## src/rtl/id_ex_stage_if.sv

```systemverilog
// Bundle between decode, the hazard/forwarding sources and the ID/EX stage.
// The master side drives decode fields and forwarding sources. The slave side returns the EX operands.
interface id_ex_stage_if #(
  parameter int DATA_WIDTH     = 32,
  parameter int REG_ADDR_WIDTH = 5
);
  logic                      stall;
  logic                      flush;
  logic [REG_ADDR_WIDTH-1:0] id_rs;
  logic [REG_ADDR_WIDTH-1:0] id_rt;
  logic [REG_ADDR_WIDTH-1:0] id_rd;
  logic [DATA_WIDTH-1:0]     id_rs_data;
  logic [DATA_WIDTH-1:0]     id_rt_data;
  logic [15:0]               id_imm16;
  logic                      id_zero_ext;
  logic                      id_alu_src;
  logic [3:0]                id_alu_control;
  logic                      id_reg_write;
  logic                      id_mem_read;
  logic                      id_mem_write;
  logic                      id_mem_to_reg;
  logic                      id_branch;
  logic                      id_branch_ne;
  logic                      exmem_reg_write;
  logic [REG_ADDR_WIDTH-1:0] exmem_rd;
  logic [DATA_WIDTH-1:0]     exmem_result;
  logic                      memwb_reg_write;
  logic [REG_ADDR_WIDTH-1:0] memwb_rd;
  logic [DATA_WIDTH-1:0]     memwb_result;
  logic [DATA_WIDTH-1:0]     dado_1;
  logic [DATA_WIDTH-1:0]     dado_2;
  logic [3:0]                ALUControl;
  logic [DATA_WIDTH-1:0]     store_data;
  logic [REG_ADDR_WIDTH-1:0] ex_rs;
  logic [REG_ADDR_WIDTH-1:0] ex_rt;
  logic [REG_ADDR_WIDTH-1:0] ex_rd;
  logic                      ex_reg_write;
  logic                      ex_mem_read;
  logic                      ex_mem_write;
  logic                      ex_mem_to_reg;
  logic                      ex_branch;
  logic                      ex_branch_ne;
  logic                      ex_valid;

  modport master (
    output stall, flush, id_rs, id_rt, id_rd, id_rs_data, id_rt_data, id_imm16,
           id_zero_ext, id_alu_src, id_alu_control, id_reg_write, id_mem_read,
           id_mem_write, id_mem_to_reg, id_branch, id_branch_ne,
           exmem_reg_write, exmem_rd, exmem_result,
           memwb_reg_write, memwb_rd, memwb_result,
    input  dado_1, dado_2, ALUControl, store_data, ex_rs, ex_rt, ex_rd,
           ex_reg_write, ex_mem_read, ex_mem_write, ex_mem_to_reg,
           ex_branch, ex_branch_ne, ex_valid
  );

  modport slave (
    input  stall, flush, id_rs, id_rt, id_rd, id_rs_data, id_rt_data, id_imm16,
           id_zero_ext, id_alu_src, id_alu_control, id_reg_write, id_mem_read,
           id_mem_write, id_mem_to_reg, id_branch, id_branch_ne,
           exmem_reg_write, exmem_rd, exmem_result,
           memwb_reg_write, memwb_rd, memwb_result,
    output dado_1, dado_2, ALUControl, store_data, ex_rs, ex_rt, ex_rd,
           ex_reg_write, ex_mem_read, ex_mem_write, ex_mem_to_reg,
           ex_branch, ex_branch_ne, ex_valid
  );
endinterface

```

## src/rtl/id_ex_stage.sv

```systemverilog
// ID/EX pipeline register with immediate extension, write-through capture and
// EX/MEM / MEM/WB operand forwarding feeding the ALU.
module id_ex_stage #(
  parameter int DATA_WIDTH     = 32,
  parameter int REG_ADDR_WIDTH = 5
) (
  input logic         clock,
  input logic         reset,
  id_ex_stage_if.slave bus
);
  logic [REG_ADDR_WIDTH-1:0] rs_reg, rt_reg, rd_reg;
  logic [DATA_WIDTH-1:0]     rs_data_reg, rt_data_reg, imm_ext_reg;
  logic                      alu_src_reg, valid_reg;
  logic [3:0]                alu_control_reg;
  logic                      reg_write_reg, mem_read_reg, mem_write_reg;
  logic                      mem_to_reg_reg, branch_reg, branch_ne_reg;
  logic [DATA_WIDTH-1:0]     imm_ext_next;

  // Index 0 is the rs operand, index 1 is the rt operand.
  logic [REG_ADDR_WIDTH-1:0] id_src   [2];
  logic [REG_ADDR_WIDTH-1:0] ex_src   [2];
  logic [DATA_WIDTH-1:0]     id_data  [2];
  logic [DATA_WIDTH-1:0]     ex_data  [2];
  logic [DATA_WIDTH-1:0]     data_next[2];
  logic [DATA_WIDTH-1:0]     fwd      [2];

  assign id_src[0]  = bus.id_rs;
  assign id_src[1]  = bus.id_rt;
  assign id_data[0] = bus.id_rs_data;
  assign id_data[1] = bus.id_rt_data;
  assign ex_src[0]  = rs_reg;
  assign ex_src[1]  = rt_reg;
  assign ex_data[0] = rs_data_reg;
  assign ex_data[1] = rt_data_reg;

  genvar gi;
  generate
    for (gi = 0; gi < 2; gi++) begin : g_operand
      // A register written back this very cycle is not yet visible in the register file read.
      assign data_next[gi] = (bus.memwb_reg_write && (bus.memwb_rd != '0) &&
                              (bus.memwb_rd == id_src[gi])) ? bus.memwb_result : id_data[gi];

      assign fwd[gi] = (bus.exmem_reg_write && (bus.exmem_rd != '0) &&
                        (bus.exmem_rd == ex_src[gi])) ? bus.exmem_result :
                       (bus.memwb_reg_write && (bus.memwb_rd != '0) &&
                        (bus.memwb_rd == ex_src[gi])) ? bus.memwb_result :
                       ex_data[gi];
    end
  endgenerate

  assign imm_ext_next = bus.id_zero_ext ? {{(DATA_WIDTH-16){1'b0}}, bus.id_imm16}
                                        : {{(DATA_WIDTH-16){bus.id_imm16[15]}}, bus.id_imm16};

  always_ff @(posedge clock) begin
    if (reset || bus.flush) begin
      rs_reg          <= '0;
      rt_reg          <= '0;
      rd_reg          <= '0;
      rs_data_reg     <= '0;
      rt_data_reg     <= '0;
      imm_ext_reg     <= '0;
      alu_src_reg     <= 1'b0;
      alu_control_reg <= 4'b0000;
      reg_write_reg   <= 1'b0;
      mem_read_reg    <= 1'b0;
      mem_write_reg   <= 1'b0;
      mem_to_reg_reg  <= 1'b0;
      branch_reg      <= 1'b0;
      branch_ne_reg   <= 1'b0;
      valid_reg       <= 1'b0;
    end else if (!bus.stall) begin
      rs_reg          <= bus.id_rs;
      rt_reg          <= bus.id_rt;
      rd_reg          <= bus.id_rd;
      rs_data_reg     <= data_next[0];
      rt_data_reg     <= data_next[1];
      imm_ext_reg     <= imm_ext_next;
      alu_src_reg     <= bus.id_alu_src;
      alu_control_reg <= bus.id_alu_control;
      reg_write_reg   <= bus.id_reg_write;
      mem_read_reg    <= bus.id_mem_read;
      mem_write_reg   <= bus.id_mem_write;
      mem_to_reg_reg  <= bus.id_mem_to_reg;
      branch_reg      <= bus.id_branch;
      branch_ne_reg   <= bus.id_branch_ne;
      valid_reg       <= 1'b1;
    end
  end

  // The store value is always the forwarded rt, even when the ALU takes the immediate.
  assign bus.dado_1        = fwd[0];
  assign bus.dado_2        = alu_src_reg ? imm_ext_reg : fwd[1];
  assign bus.store_data    = fwd[1];
  assign bus.ALUControl    = alu_control_reg;
  assign bus.ex_rs         = rs_reg;
  assign bus.ex_rt         = rt_reg;
  assign bus.ex_rd         = rd_reg;
  assign bus.ex_reg_write  = reg_write_reg;
  assign bus.ex_mem_read   = mem_read_reg;
  assign bus.ex_mem_write  = mem_write_reg;
  assign bus.ex_mem_to_reg = mem_to_reg_reg;
  assign bus.ex_branch     = branch_reg;
  assign bus.ex_branch_ne  = branch_ne_reg;
  assign bus.ex_valid      = valid_reg;
endmodule

```

## src/flat_wrapper.sv

```systemverilog
// flat-port wrapper written by rule: the top's interface ports become plain ports
module id_ex_stage_flat 
#(
  parameter int DATA_WIDTH     = 32,
  parameter int REG_ADDR_WIDTH = 5
)
  (clock, reset, bus_stall, bus_flush, bus_id_rs, bus_id_rt, bus_id_rd, bus_id_rs_data, bus_id_rt_data, bus_id_imm16, bus_id_zero_ext, bus_id_alu_src, bus_id_alu_control, bus_id_reg_write, bus_id_mem_read, bus_id_mem_write, bus_id_mem_to_reg, bus_id_branch, bus_id_branch_ne, bus_exmem_reg_write, bus_exmem_rd, bus_exmem_result, bus_memwb_reg_write, bus_memwb_rd, bus_memwb_result, bus_dado_1, bus_dado_2, bus_ALUControl, bus_store_data, bus_ex_rs, bus_ex_rt, bus_ex_rd, bus_ex_reg_write, bus_ex_mem_read, bus_ex_mem_write, bus_ex_mem_to_reg, bus_ex_branch, bus_ex_branch_ne, bus_ex_valid);
  id_ex_stage_if #(.DATA_WIDTH(DATA_WIDTH), .REG_ADDR_WIDTH(REG_ADDR_WIDTH)) bus_i ();
  input logic clock;
  input logic reset;
  input wire logic [$bits(bus_i.stall)-1:0] bus_stall;
  input wire logic [$bits(bus_i.flush)-1:0] bus_flush;
  input wire logic [$bits(bus_i.id_rs)-1:0] bus_id_rs;
  input wire logic [$bits(bus_i.id_rt)-1:0] bus_id_rt;
  input wire logic [$bits(bus_i.id_rd)-1:0] bus_id_rd;
  input wire logic [$bits(bus_i.id_rs_data)-1:0] bus_id_rs_data;
  input wire logic [$bits(bus_i.id_rt_data)-1:0] bus_id_rt_data;
  input wire logic [$bits(bus_i.id_imm16)-1:0] bus_id_imm16;
  input wire logic [$bits(bus_i.id_zero_ext)-1:0] bus_id_zero_ext;
  input wire logic [$bits(bus_i.id_alu_src)-1:0] bus_id_alu_src;
  input wire logic [$bits(bus_i.id_alu_control)-1:0] bus_id_alu_control;
  input wire logic [$bits(bus_i.id_reg_write)-1:0] bus_id_reg_write;
  input wire logic [$bits(bus_i.id_mem_read)-1:0] bus_id_mem_read;
  input wire logic [$bits(bus_i.id_mem_write)-1:0] bus_id_mem_write;
  input wire logic [$bits(bus_i.id_mem_to_reg)-1:0] bus_id_mem_to_reg;
  input wire logic [$bits(bus_i.id_branch)-1:0] bus_id_branch;
  input wire logic [$bits(bus_i.id_branch_ne)-1:0] bus_id_branch_ne;
  input wire logic [$bits(bus_i.exmem_reg_write)-1:0] bus_exmem_reg_write;
  input wire logic [$bits(bus_i.exmem_rd)-1:0] bus_exmem_rd;
  input wire logic [$bits(bus_i.exmem_result)-1:0] bus_exmem_result;
  input wire logic [$bits(bus_i.memwb_reg_write)-1:0] bus_memwb_reg_write;
  input wire logic [$bits(bus_i.memwb_rd)-1:0] bus_memwb_rd;
  input wire logic [$bits(bus_i.memwb_result)-1:0] bus_memwb_result;
  output wire logic [$bits(bus_i.dado_1)-1:0] bus_dado_1;
  output wire logic [$bits(bus_i.dado_2)-1:0] bus_dado_2;
  output wire logic [$bits(bus_i.ALUControl)-1:0] bus_ALUControl;
  output wire logic [$bits(bus_i.store_data)-1:0] bus_store_data;
  output wire logic [$bits(bus_i.ex_rs)-1:0] bus_ex_rs;
  output wire logic [$bits(bus_i.ex_rt)-1:0] bus_ex_rt;
  output wire logic [$bits(bus_i.ex_rd)-1:0] bus_ex_rd;
  output wire logic [$bits(bus_i.ex_reg_write)-1:0] bus_ex_reg_write;
  output wire logic [$bits(bus_i.ex_mem_read)-1:0] bus_ex_mem_read;
  output wire logic [$bits(bus_i.ex_mem_write)-1:0] bus_ex_mem_write;
  output wire logic [$bits(bus_i.ex_mem_to_reg)-1:0] bus_ex_mem_to_reg;
  output wire logic [$bits(bus_i.ex_branch)-1:0] bus_ex_branch;
  output wire logic [$bits(bus_i.ex_branch_ne)-1:0] bus_ex_branch_ne;
  output wire logic [$bits(bus_i.ex_valid)-1:0] bus_ex_valid;
  assign bus_i.stall = bus_stall;
  assign bus_i.flush = bus_flush;
  assign bus_i.id_rs = bus_id_rs;
  assign bus_i.id_rt = bus_id_rt;
  assign bus_i.id_rd = bus_id_rd;
  assign bus_i.id_rs_data = bus_id_rs_data;
  assign bus_i.id_rt_data = bus_id_rt_data;
  assign bus_i.id_imm16 = bus_id_imm16;
  assign bus_i.id_zero_ext = bus_id_zero_ext;
  assign bus_i.id_alu_src = bus_id_alu_src;
  assign bus_i.id_alu_control = bus_id_alu_control;
  assign bus_i.id_reg_write = bus_id_reg_write;
  assign bus_i.id_mem_read = bus_id_mem_read;
  assign bus_i.id_mem_write = bus_id_mem_write;
  assign bus_i.id_mem_to_reg = bus_id_mem_to_reg;
  assign bus_i.id_branch = bus_id_branch;
  assign bus_i.id_branch_ne = bus_id_branch_ne;
  assign bus_i.exmem_reg_write = bus_exmem_reg_write;
  assign bus_i.exmem_rd = bus_exmem_rd;
  assign bus_i.exmem_result = bus_exmem_result;
  assign bus_i.memwb_reg_write = bus_memwb_reg_write;
  assign bus_i.memwb_rd = bus_memwb_rd;
  assign bus_i.memwb_result = bus_memwb_result;
  assign bus_dado_1 = bus_i.dado_1;
  assign bus_dado_2 = bus_i.dado_2;
  assign bus_ALUControl = bus_i.ALUControl;
  assign bus_store_data = bus_i.store_data;
  assign bus_ex_rs = bus_i.ex_rs;
  assign bus_ex_rt = bus_i.ex_rt;
  assign bus_ex_rd = bus_i.ex_rd;
  assign bus_ex_reg_write = bus_i.ex_reg_write;
  assign bus_ex_mem_read = bus_i.ex_mem_read;
  assign bus_ex_mem_write = bus_i.ex_mem_write;
  assign bus_ex_mem_to_reg = bus_i.ex_mem_to_reg;
  assign bus_ex_branch = bus_i.ex_branch;
  assign bus_ex_branch_ne = bus_i.ex_branch_ne;
  assign bus_ex_valid = bus_i.ex_valid;
  id_ex_stage #(.DATA_WIDTH(DATA_WIDTH), .REG_ADDR_WIDTH(REG_ADDR_WIDTH)) u_core (.clock(clock), .reset(reset), .bus(bus_i));
endmodule
```

## config.mk

```make
export PLATFORM = sky130hd
export DESIGN_NAME = id_ex_stage_flat
export DESIGN_NICKNAME = d
export VERILOG_FILES = /design/src/rtl/id_ex_stage_if.sv /design/src/rtl/id_ex_stage.sv /design/src/flat_wrapper.sv
export SDC_FILE = /design/constraint.sdc
export NUM_CORES = 1
export LEC_CHECK = 0
export BUFFER_PORTS_ARGS = -buffer_cell sky130_fd_sc_hd__buf_2
export CAP_MARGIN = 20
export CORE_ASPECT_RATIO = 0.7
export CORE_MARGIN = 2
export CORE_UTILIZATION = 51
export CTS_CLUSTER_SIZE = 25
export DETAILED_ROUTE_END_ITERATION = 12
export PLACE_DENSITY = 0.87
export SLEW_MARGIN = 20
export SYNTH_ARGS = -nofsm -noshare
export SYNTH_HDL_FRONTEND = slang
export SYNTH_SLANG_ARGS = --single-unit
```

## constraint.sdc

```tcl
create_clock -name clock -period 5.4 [get_ports clock]
set_clock_uncertainty 0.15 [all_clocks]
set_input_delay 1.35 -clock clock [delete_from_list [all_inputs] [get_ports clock]]
set_output_delay 1.35 -clock clock [all_outputs]
set_load 0.005 [all_outputs]
```

# Word level (Yosys, flattened, before mapping)
# Index checks and enable logic that the tools add are counted.
# op_classes
eq_ne	6
mux	8
n_reduce_logical	11
# op_table
operator	n
32-bit 2-to-1 mux	8
5-bit equality test	6
5-bit nonzero test	2
1-bit logical AND	8
1-bit logical OR	1
# word_totals
ff_bits	123
wordCells	40

# Longest topological paths before layout
# Gate-level depths: netlist (run 1).
# logic_depth
ltp_word	6
mapped_depth	9

# Least setup slack after synthesis (run 1)
# No wires, ideal clock.
# synth_path
path_type	input to output
startpoint	input bus_memwb_rd[0]
endpoint	output bus_dado_2[10]
arrival_ns	3.037
t_required_ns	3.900
setup_slack_ns	0.863
cell_stages	8
n_path_buf	3
cell_sequence	buf_2 or4_4 o21a_1 and3_1 buf_6 buf_6 mux2i_1 a221oi_1
# synth_via
elab_chain_len	6
word_cells_on_any_way	7
# synth_lines
element	line_no	source
start, declared	flat_wrapper.sv:32	input wire logic [$bits(bus_i.memwb_rd)-1:0] bus_memwb_rd;
5-bit nonzero test	id_ex_stage.sv:45	(bus.memwb_reg_write && (bus.memwb_rd != '0) &&
1-bit logical AND	id_ex_stage.sv:45	
1-bit logical AND (*)	id_ex_stage.sv:45	
32-bit 2-to-1 mux (*)	id_ex_stage.sv:46	(bus.memwb_rd == ex_src[gi])) ? bus.memwb_result :
32-bit 2-to-1 mux (*)	id_ex_stage.sv:44	(bus.exmem_rd == ex_src[gi])) ? bus.exmem_result :
32-bit 2-to-1 mux (*)	id_ex_stage.sv:92	assign bus.dado_2 = alu_src_reg ? imm_ext_reg : fwd[1];
end, declared	flat_wrapper.sv:35	output wire logic [$bits(bus_i.dado_2)-1:0] bus_dado_2;
# Every way passes the cells marked *; elsewhere a longest branch is shown, timed or not.

# Worst setup path after layout (run 1)
# layout_path
startpoint	input bus_memwb_rd[4]
endpoint	output bus_dado_2[31]
# Same word-level chain as after synthesis.

==> results of run 1 <==
## layer usage
metal | routed length, µm | global-route usage | up-vias
met5 | 0 | 0 | -
met4 | 743 | 0.1300 | 0
met3 | 2361 | 0.07726 | 69
met2 | 11020 | 0.5498 | 487
met1 | 9468 | 0.4190 | 3485
li1 | - | - | 3624
## stage by stage
stage               setup WS [ns]  utilization  cell area (µm²)
floorplan                  0.8629            -             6558
global placement           0.4990       0.6506             8109
detailed placement         0.5027       0.6506             8109
CTS                        0.4685       0.6727             8384
global route               0.3390       0.6727             8384
finish                     0.4627       0.6727             8384
## cell families (layout without fill, tap and decap cells)
family / Yosys count / after routing / synth area share
xor+xnor: 30 / 30 / 0.04007
simple gates: 339 / 339 / 0.2309
flops: 108 / 108 / 0.3297
mux: 58 / 58 / 0.08853
buf+inv: 105 / 358 / 0.06983
compound gates: 229 / 229 / 0.2410
## power breakdown
group	internal, mW	switching (mW)	total, mW
logic	0.175	0.214	0.389
clock network	0.326	0.306	0.632
registers	0.828	0.0233	0.851
total	1.33	0.543	1.87
## layout by cell type (no fill, tap or decap), drive strengths merged, types with 2 or more instances in the layout
cell type and n:
inv 18, a211oi 64, nand3 5, clkinv 4, nor3 83, xor2 21, a21oi 17, and3 19
clkbuf 10, o21ai 65, mux2i 58, o31ai 16, nor2 159, nand2 65, xnor2 9, a31oi 32
dfxtp 108, o21a 3, nor4 3, buf 326, or4 2, a221oi 32
## worst paths after layout
path / from / endpoint / slack [ns] / cells after the start
setup reg to reg: u_core.alu_src_reg / u_core.alu_src_reg / 3.89 / 2
hold reg to reg: u_core.bus.ex_valid / u_core.bus.ex_valid / 0.31 / 1
hold / removal: u_core.bus.ex_valid / u_core.bus.ex_valid / 0.31 / 1
setup / recovery: bus_memwb_rd[4] / bus_dado_2[31] / 0.46 / 8
## final cells by class
class,count,area (µm²)
Fill cell,1069,4080
Sequential cell,108,2163
Timing Repair Buffer,326,1729
Clock buffer,10,239.0
Inverter,17,63.81
Tap cell,162,202.7
Multi-Input combinational cell,656,3950
Clock inverter,5,36.28
## critical path: stages
cell	delay, ns
buf_2	0.15
or4_4	0.55
o21a_1	0.21
buf_4	0.23
nand3_4	0.25
a221oi_1	0.17
o31ai_1	0.34
buf_2	0.18
==> results.md, run 1 <==
* RSZ-0062 raised after global routing: no
* Yosys warns at 0
* Max-slew violations at 0
* Measured slew at the worst slew-check pin at 1.011 ns
* Hold Slack at 0.3104 ns
* DR iter-0 viols at 701
* Synth top area cells: dfxtp_1 33%, nor2_1 9.0%, mux2i_1 8.9%
* Crit start category: input pin
* Critical path required time at 3.90 ns
* Crit Path Max Fanout at 19
* Vias in the first global route at 7140
* Crit share post-route at 0.9143
* Biggest area consumer among synthesized cells: dfxtp_1
* Power per Cell Area at 223.3 nW/µm²
* Tmin final at 4.937 ns
* Main synth FF type: dfxtp_1
* Top cell type's share of synthesized area at 0.3297
* Clock sinks at 108
* Largest net degree at the start of global routing at 88
* Routability cong. at 0.9846
* Post-Layout Cell Count at 1284
* Crit. End Element: output pin
* Top Ports at 309
* DRT Pass-1 Iters at 7
* Register area share after synthesis at 0.3297
* Fraction of layout cells with a size suffix above 1 at 0.3226
* Worst skew pair latency at 0.34 ns
* Max_slew headroom at 0.3262
* CTS Buf Count at 9
* Synth Instances at 869
* Setup Buffers After CTS at 0
* Data arrival time of the critical path at 3.44 ns
* CTS Buffer Depth at 2
* Antenna Nets Post-Route at 0
* Hold Buf Count CTS at 0
* Via count at 7665
* Die Ht at 98.87 µm
* Residual DRC count at 0
* Cell row count at 34
* Synthesized net count at 1056
* Post-DP HPWL at 17030 µm
* Htree depth at 3
* Outcome: finished, final reports clean
* Post-synthesis async set-or-reset flop share at 0
* Reg clk slew, reported paths at 0.08 ns
* Setup CP Type: in -> out
* Top-count cell post-synth: nor2_1
* Die Wd at 139.5 µm
* Count of final setup violators at 0
* # Max-Cap Violations at 0
* IO buf count at 308
* Flip-flop and latch count after synthesis at 108
* Total Wirelength at 23590 µm
* Peak VDD IR at 0.1678 mV
* Initial antenna violation count at 0
* GR Util All Layers at 0.3305
* Core Area at 12460 µm²
* Endpoints failing hold at 0
* Fmax at 0.2025 GHz
* CTS tree: done
* # diodes at 0
* First-pass GRT wire length at 37000 µm
* Hold crit path type: reg -> reg
* Vias per cell at 5.970
* Cell Area, Synth at 6558 µm²
* Avg Cell Area, Syn at 7.546 µm²
* Overflow after GRT at 0
* Synth top cells by count: 158 x nor2_1, 108 x dfxtp_1, 82 x nor3_1, 65 x nand2_1
* # placed instances at 1269
* Unique cell type count in the Yosys netlist at 34
* # resized after CTS at 0
* Initial core utilization at 0.5261
* Nets at 1305
* P_leak at 3.850 nW
* Root buffer cell: clkbuf_16
* Post-synth EDFFs at 0
* Power Total at 1.872 mW
* Area growth, synth to finish at 27.86%
* WL/cell at 18.38 µm
* Die area at 13800 µm²
* Final setup TNS at 0 ns
No activity file was read; power rests on OpenSTA's default activity.
==> run 2: changes to the inputs <==
--- a/config.mk
+++ b/config.mk
@@ -7,12 +7,14 @@
 export LEC_CHECK = 0
 export BUFFER_PORTS_ARGS = -buffer_cell sky130_fd_sc_hd__buf_2
 export CAP_MARGIN = 20
+export CELL_PAD_IN_SITES_DETAIL_PLACEMENT = 2
+export CELL_PAD_IN_SITES_GLOBAL_PLACEMENT = 2
 export CORE_ASPECT_RATIO = 0.7
 export CORE_MARGIN = 2
-export CORE_UTILIZATION = 51
+export CORE_UTILIZATION = 27
 export CTS_CLUSTER_SIZE = 25
 export DETAILED_ROUTE_END_ITERATION = 12
-export PLACE_DENSITY = 0.87
+export PLACE_DENSITY_LB_ADDON = 0.1
 export SLEW_MARGIN = 20
 export SYNTH_ARGS = -nofsm -noshare
 export SYNTH_HDL_FRONTEND = slang
==> run 2 against run 1 <==
Count of clock-buffer cells in the layout down 1. Non-clock buffer count down 1. Worst setup slack worse by 0.031 ns. First-iteration DRC count down 58%. Clock power up 12%. Largest power group unchanged. Critical path type unchanged.
==> results.md, run 2 (same netlist as run 1, synthesis figures left out) <==
* Outcome: finished, final reports clean
* Total Wirelength at 29860 µm
* Cell row count at 47
* Post-layout util at 0.3627
* Worst skew pair latency at 0.36 ns
* Vias in the first global route at 8037
* First-pass GRT wire length at 46520 µm
* Crit Path Max Fanout at 16
* Count of final setup violators at 0
* Crit path launch: bus_memwb_rd[4]
* Hold crit path type: reg -> reg
* Top Ports at 309
* Initial antenna violation count at 9
* Die Ht at 134.4 µm
* Endpoints failing hold at 0
* # resized after CTS at 0
* Post-DP HPWL at 22250 µm
* # Max-Cap Violations at 0
* Nets at 1304
* Routability cong. at 0.8321
* Residual DRC count at 0
* Reg2reg setup slack at 3.78 ns
* Hold Buf Count CTS at 0
* P_sw at 0.5907 mW
* Setup Buffers After CTS at 0
* Htree depth at 3
* WL/cell at 20.61 µm
* Measured slew at the worst slew-check pin at 1.069 ns
* Clock sinks at 108
* Crit share post-route at 0.9200
* # fillers at 2890
* Pre-CTS setup slack at 0.4371 ns
* Setup CP Type: in -> out
* DRT Pass-1 Iters at 4
* Int Pwr at 1.366 mW
* GR Util All Layers at 0.2336
* RSZ-0062 raised after global routing: no
* CTS tree: done
* CTS Buf Count at 9
* Worst setup margin at 0.4318 ns
* Die Wd at 190.3 µm
* DR iter-0 viols at 291
* CTS Buffer Depth at 2
* Vias per cell at 5.173
* Reg clk slew, reported paths at 0.08 ns
* Power per Cell Area at 227.0 nW/µm²
* IO buf count at 308
* Area growth, synth to finish at 31.41%
* Power share of the clock group at 0.360
* Overflow after GRT at 0
* Crit start category: input pin
* Combinational Power Share at 0.205
* Seq pwr share at 0.435
* Max_slew headroom at 0.2876
* Final setup TNS at 0 ns
* Critical path required time at 3.90 ns
* Most common cell after layout, fill and taps aside: buf_2
* Fmax at 0.2013 GHz
* Worst r2r src: u_core.alu_src_reg
* Peak VDD IR at 0.1554 mV
* Tmin final at 4.968 ns
* Crit. End Element: output pin
* Data arrival time of the critical path at 3.47 ns
* Hold path startpoint: u_core.bus.ex_valid
* Largest net degree at the start of global routing at 75
* Switch share at 0.3019
* Fraction of layout cells with a size suffix above 1 at 0.3253
* Via count at 7495
* Initial core utilization at 0.2760
* Antenna Nets Post-Route at 0
* Max-slew violations at 0
* Die area at 25570 µm²
* P_leak at 3.852 nW
* Most frequent cells in the layout: 307 x buf_2, 157 x nor2_1, 107 x dfxtp_1
* Hold Slack at 0.3219 ns
* Root buffer cell: clkbuf_16
* Core Area at 23760 µm²
==> run 2: area by class of cell <==
| cell class | instances | area (µm²) | area share |
|---|---|---|---|
| Tap cell | 318 | 397.9 | 0.04617 |
| Timing Repair Buffer | 325 | 1713 | 0.1988 |
| Sequential cell | 108 | 2163 | 0.2511 |
| Clock inverter | 7 | 73.82 | 0.008567 |
| Antenna cell | 9 | 22.52 | 0.002614 |
| Multi-Input combinational cell | 656 | 3956 | 0.4591 |
| Clock buffer | 9 | 225.2 | 0.02614 |
| Inverter | 17 | 65.06 | 0.007550 |
==> run 2: layer usage <==
metal / share of wire / GRT usage / vias to the layer above
met4: 0.012 / 0.05211 / 2
li1: - / - / 3634
met2: 0.47 / 0.3907 / 198
met5: 0.00023 / 0 / -
met1: 0.46 / 0.3073 / 3637
met3: 0.053 / 0.05207 / 24
==> run 2: power by group through the flow <==
stage	logic (mW)	registers (mW)	clock network, mW
2_1_floorplan	0.207	0.860	0
3_3_place_gp	0.398	0.868	0
3_5_place_dp	0.405	0.868	0
4_1_cts	0.407	0.850	0.727
5_1_grt	0.447	0.854	0.757
6_report	0.401	0.850	0.705
==> run 2: metrics by stage <==
stage	area, µm²	power (mW)	cells
floorplan	6558	1.067	869
global placement	8294	1.265	1424
detailed placement	8294	1.273	1424
CTS	8593	1.983	1440
global route	8605	2.059	1444
finish	8617	1.956	1449
==> run 2: worst max-delay path: stages <==
cell and delay, ns:
buf_2 0.14, or4_4 0.54, o21a_1 0.25, buf_4 0.25
nand3_4 0.25, a221oi_1 0.19, o31ai_1 0.31, buf_2 0.18
==> run 2: path summary, 6_finish.rpt <==
check | endpoint | depth (start not counted)
worst min-delay path | u_core.bus.ex_valid | 1
worst max-delay path | bus_dado_2[20] | 8
worst max register to register | u_core.alu_src_reg | 3
worst min register to register | u_core.bus.ex_valid | 1
==> run 3: changes to the inputs <==
--- a/config.mk
+++ b/config.mk
@@ -7,11 +7,11 @@
 export LEC_CHECK = 0
 export BUFFER_PORTS_ARGS = -buffer_cell sky130_fd_sc_hd__buf_2
 export CAP_MARGIN = 20
-export CELL_PAD_IN_SITES_DETAIL_PLACEMENT = 2
-export CELL_PAD_IN_SITES_GLOBAL_PLACEMENT = 2
+export CELL_PAD_IN_SITES_DETAIL_PLACEMENT = 0
+export CELL_PAD_IN_SITES_GLOBAL_PLACEMENT = 1
 export CORE_ASPECT_RATIO = 0.7
 export CORE_MARGIN = 2
-export CORE_UTILIZATION = 27
+export CORE_UTILIZATION = 35
 export CTS_CLUSTER_SIZE = 25
 export DETAILED_ROUTE_END_ITERATION = 12
 export PLACE_DENSITY_LB_ADDON = 0.1
==> run 3 against run 2 <==
Critical path depth is the same. Sequential power is essentially flat. Total power rose by 3.3%. Via count is 2.7% lower. Final cell count decreased by 6.0%. Register-to-register slack improved by 0.06 ns. Utilization increased by 11 points. Critical path type unchanged. Largest power group unchanged.
==> results.md, run 3 (same netlist as run 1, synthesis figures left out) <==
* Hold Slack at 0.3242 ns
* Max incr delay on CP at 0.54 ns
* Routability cong. at 0.8170
* Cell row count at 41
* Endpoints failing hold at 0
* RSZ-0062 raised after global routing: no
* Measured slew at the worst slew-check pin at 1.035 ns
* Finished Cell Area at 8548 µm²
* Peak VDD IR at 0.1340 mV
* Max_slew headroom at 0.3091
* Sequential cell area at 2163 µm²
* Hold path startpoint: u_core.bus.ex_valid
* Residual DRC count at 0
* CTS tree: done
* Largest net degree at the start of global routing at 96
* # Max-Cap Violations at 0
* WL/cell at 18.64 µm
* Worst r2r src: u_core.alu_src_reg
* Tmin final at 4.873 ns
* Nets at 1304
* Power Total at 2.021 mW
* Top Ports at 309
* Setup CP Type: in -> out
* Most frequent cells in the layout: 307 x buf_2, 157 x nor2_1, 107 x dfxtp_1
* Post-layout util at 0.4694
* Vias in the first global route at 6983
* Crit path launch: bus_memwb_rd[4]
* Total Wirelength at 25380 µm
* # placed instances at 1342
* Hold crit path type: reg -> reg
* Ordered cell list for the critical path: buf_2 -> or4_4 -> o21a_1 -> buf_4 -> nand3_4 -> a221oi_1 -> o31ai_1 -> buf_2
* Hold Buf Count CTS at 0
* First-pass GRT wire length at 38890 µm
* Pre-CTS setup slack at 0.4828 ns
* Most common cell on crit path: buf_2
* Worst setup margin at 0.5274 ns
* Reg2reg setup slack at 3.84 ns
* Most common cell after layout, fill and taps aside: buf_2
* Post-DP HPWL at 18070 µm
* P_leak at 3.869 nW
* DRT Pass-1 Iters at 5
* # resized after CTS at 0
* Setup Buffers After CTS at 0
* Fmax at 0.2052 GHz
* Htree depth at 3
* Die area at 19860 µm²
* # fillers at 1897
* Root buffer cell: clkbuf_16
* Critical path required time at 3.90 ns
* Clock sinks at 108
* Crit share post-route at 0.9023
* Via count at 7294
* Power per Cell Area at 236.4 nW/µm²
* Overflow after GRT at 0
* Footprint of the multi-input gates at 3955 µm²
* Crit. End Element: output pin
* Crit Path Max Fanout at 19
* Placed cell area at 8190 µm²
* CP max-delay cell: or4_4
* Reg clk slew, reported paths at 0.08 ns
* GR Util All Layers at 0.2471
* Fraction of layout cells with a size suffix above 1 at 0.3244
* CP Buf/Inv Count at 3
* Vias per cell at 5.355
* Core Area at 18210 µm²
* Top delay family on crit path: simple AND/OR/NAND/NOR gates
* CTS Buffer Depth at 2
* IO buf count at 308
* Final setup TNS at 0 ns
* Data arrival time of the critical path at 3.37 ns
* Count of final setup violators at 0
* Crit start category: input pin
* Initial antenna violation count at 6
* Outcome: finished, final reports clean
* Antenna Nets Post-Route at 0
* Max-slew violations at 0
* Die Ht at 118.5 µm
* Initial core utilization at 0.3601
* Area growth, synth to finish at 30.36%
* DR iter-0 viols at 573
* Worst skew pair latency at 0.36 ns
* CTS Buf Count at 9
* Post-Layout Cell Count at 1362
* Die Wd at 167.6 µm
[run 3: changes by cell type in the layout (fill, tap and decap cells not counted)]
cell	before	now
and3_1	18	19
and3_2	1	0
bufinv_16	1	3
clkinv_2	3	0
clkinvlp_4	1	2
diode_2	9	4
inv_2	0	1
inv_6	2	1
[run 3: final cells by class]
type | count | area share
timing repair buffer | 325 | 0.2004
inverter | 17 | 0.007465
clock inverter | 7 | 0.01434
tap | 236 | 0.03454
sequential | 108 | 0.2531
clock buffer | 9 | 0.02635
antenna | 4 | 0.001171
multi-input combinational | 656 | 0.4627
[run 3: worst paths after layout]
path | end | cells after the start
worst max-delay path | bus_dado_2[18] | 8
worst min-delay path | u_core.bus.ex_valid | 1
worst max register to register | u_core.alu_src_reg | 3
worst min register to register | u_core.bus.ex_valid | 1
[run 3: metal layers]
layer / vias up / GRT usage / routed length (µm)
li1: 3633 / - / -
met1: 3375 / 0.3255 / 11750
met2: 253 / 0.4004 / 11440
met3: 31 / 0.06597 / 1675
met4: 2 / 0.06576 / 500
met5: - / 0 / 13
[run 3: where the power goes]
group | switching, mW | internal (mW) | total, mW | leakage, nW
combinational | 0.215 | 0.174 | 0.389 | 2.82
sequential | 0.0202 | 0.828 | 0.848 | 0.883
clock | 0.328 | 0.456 | 0.784 | 0.162
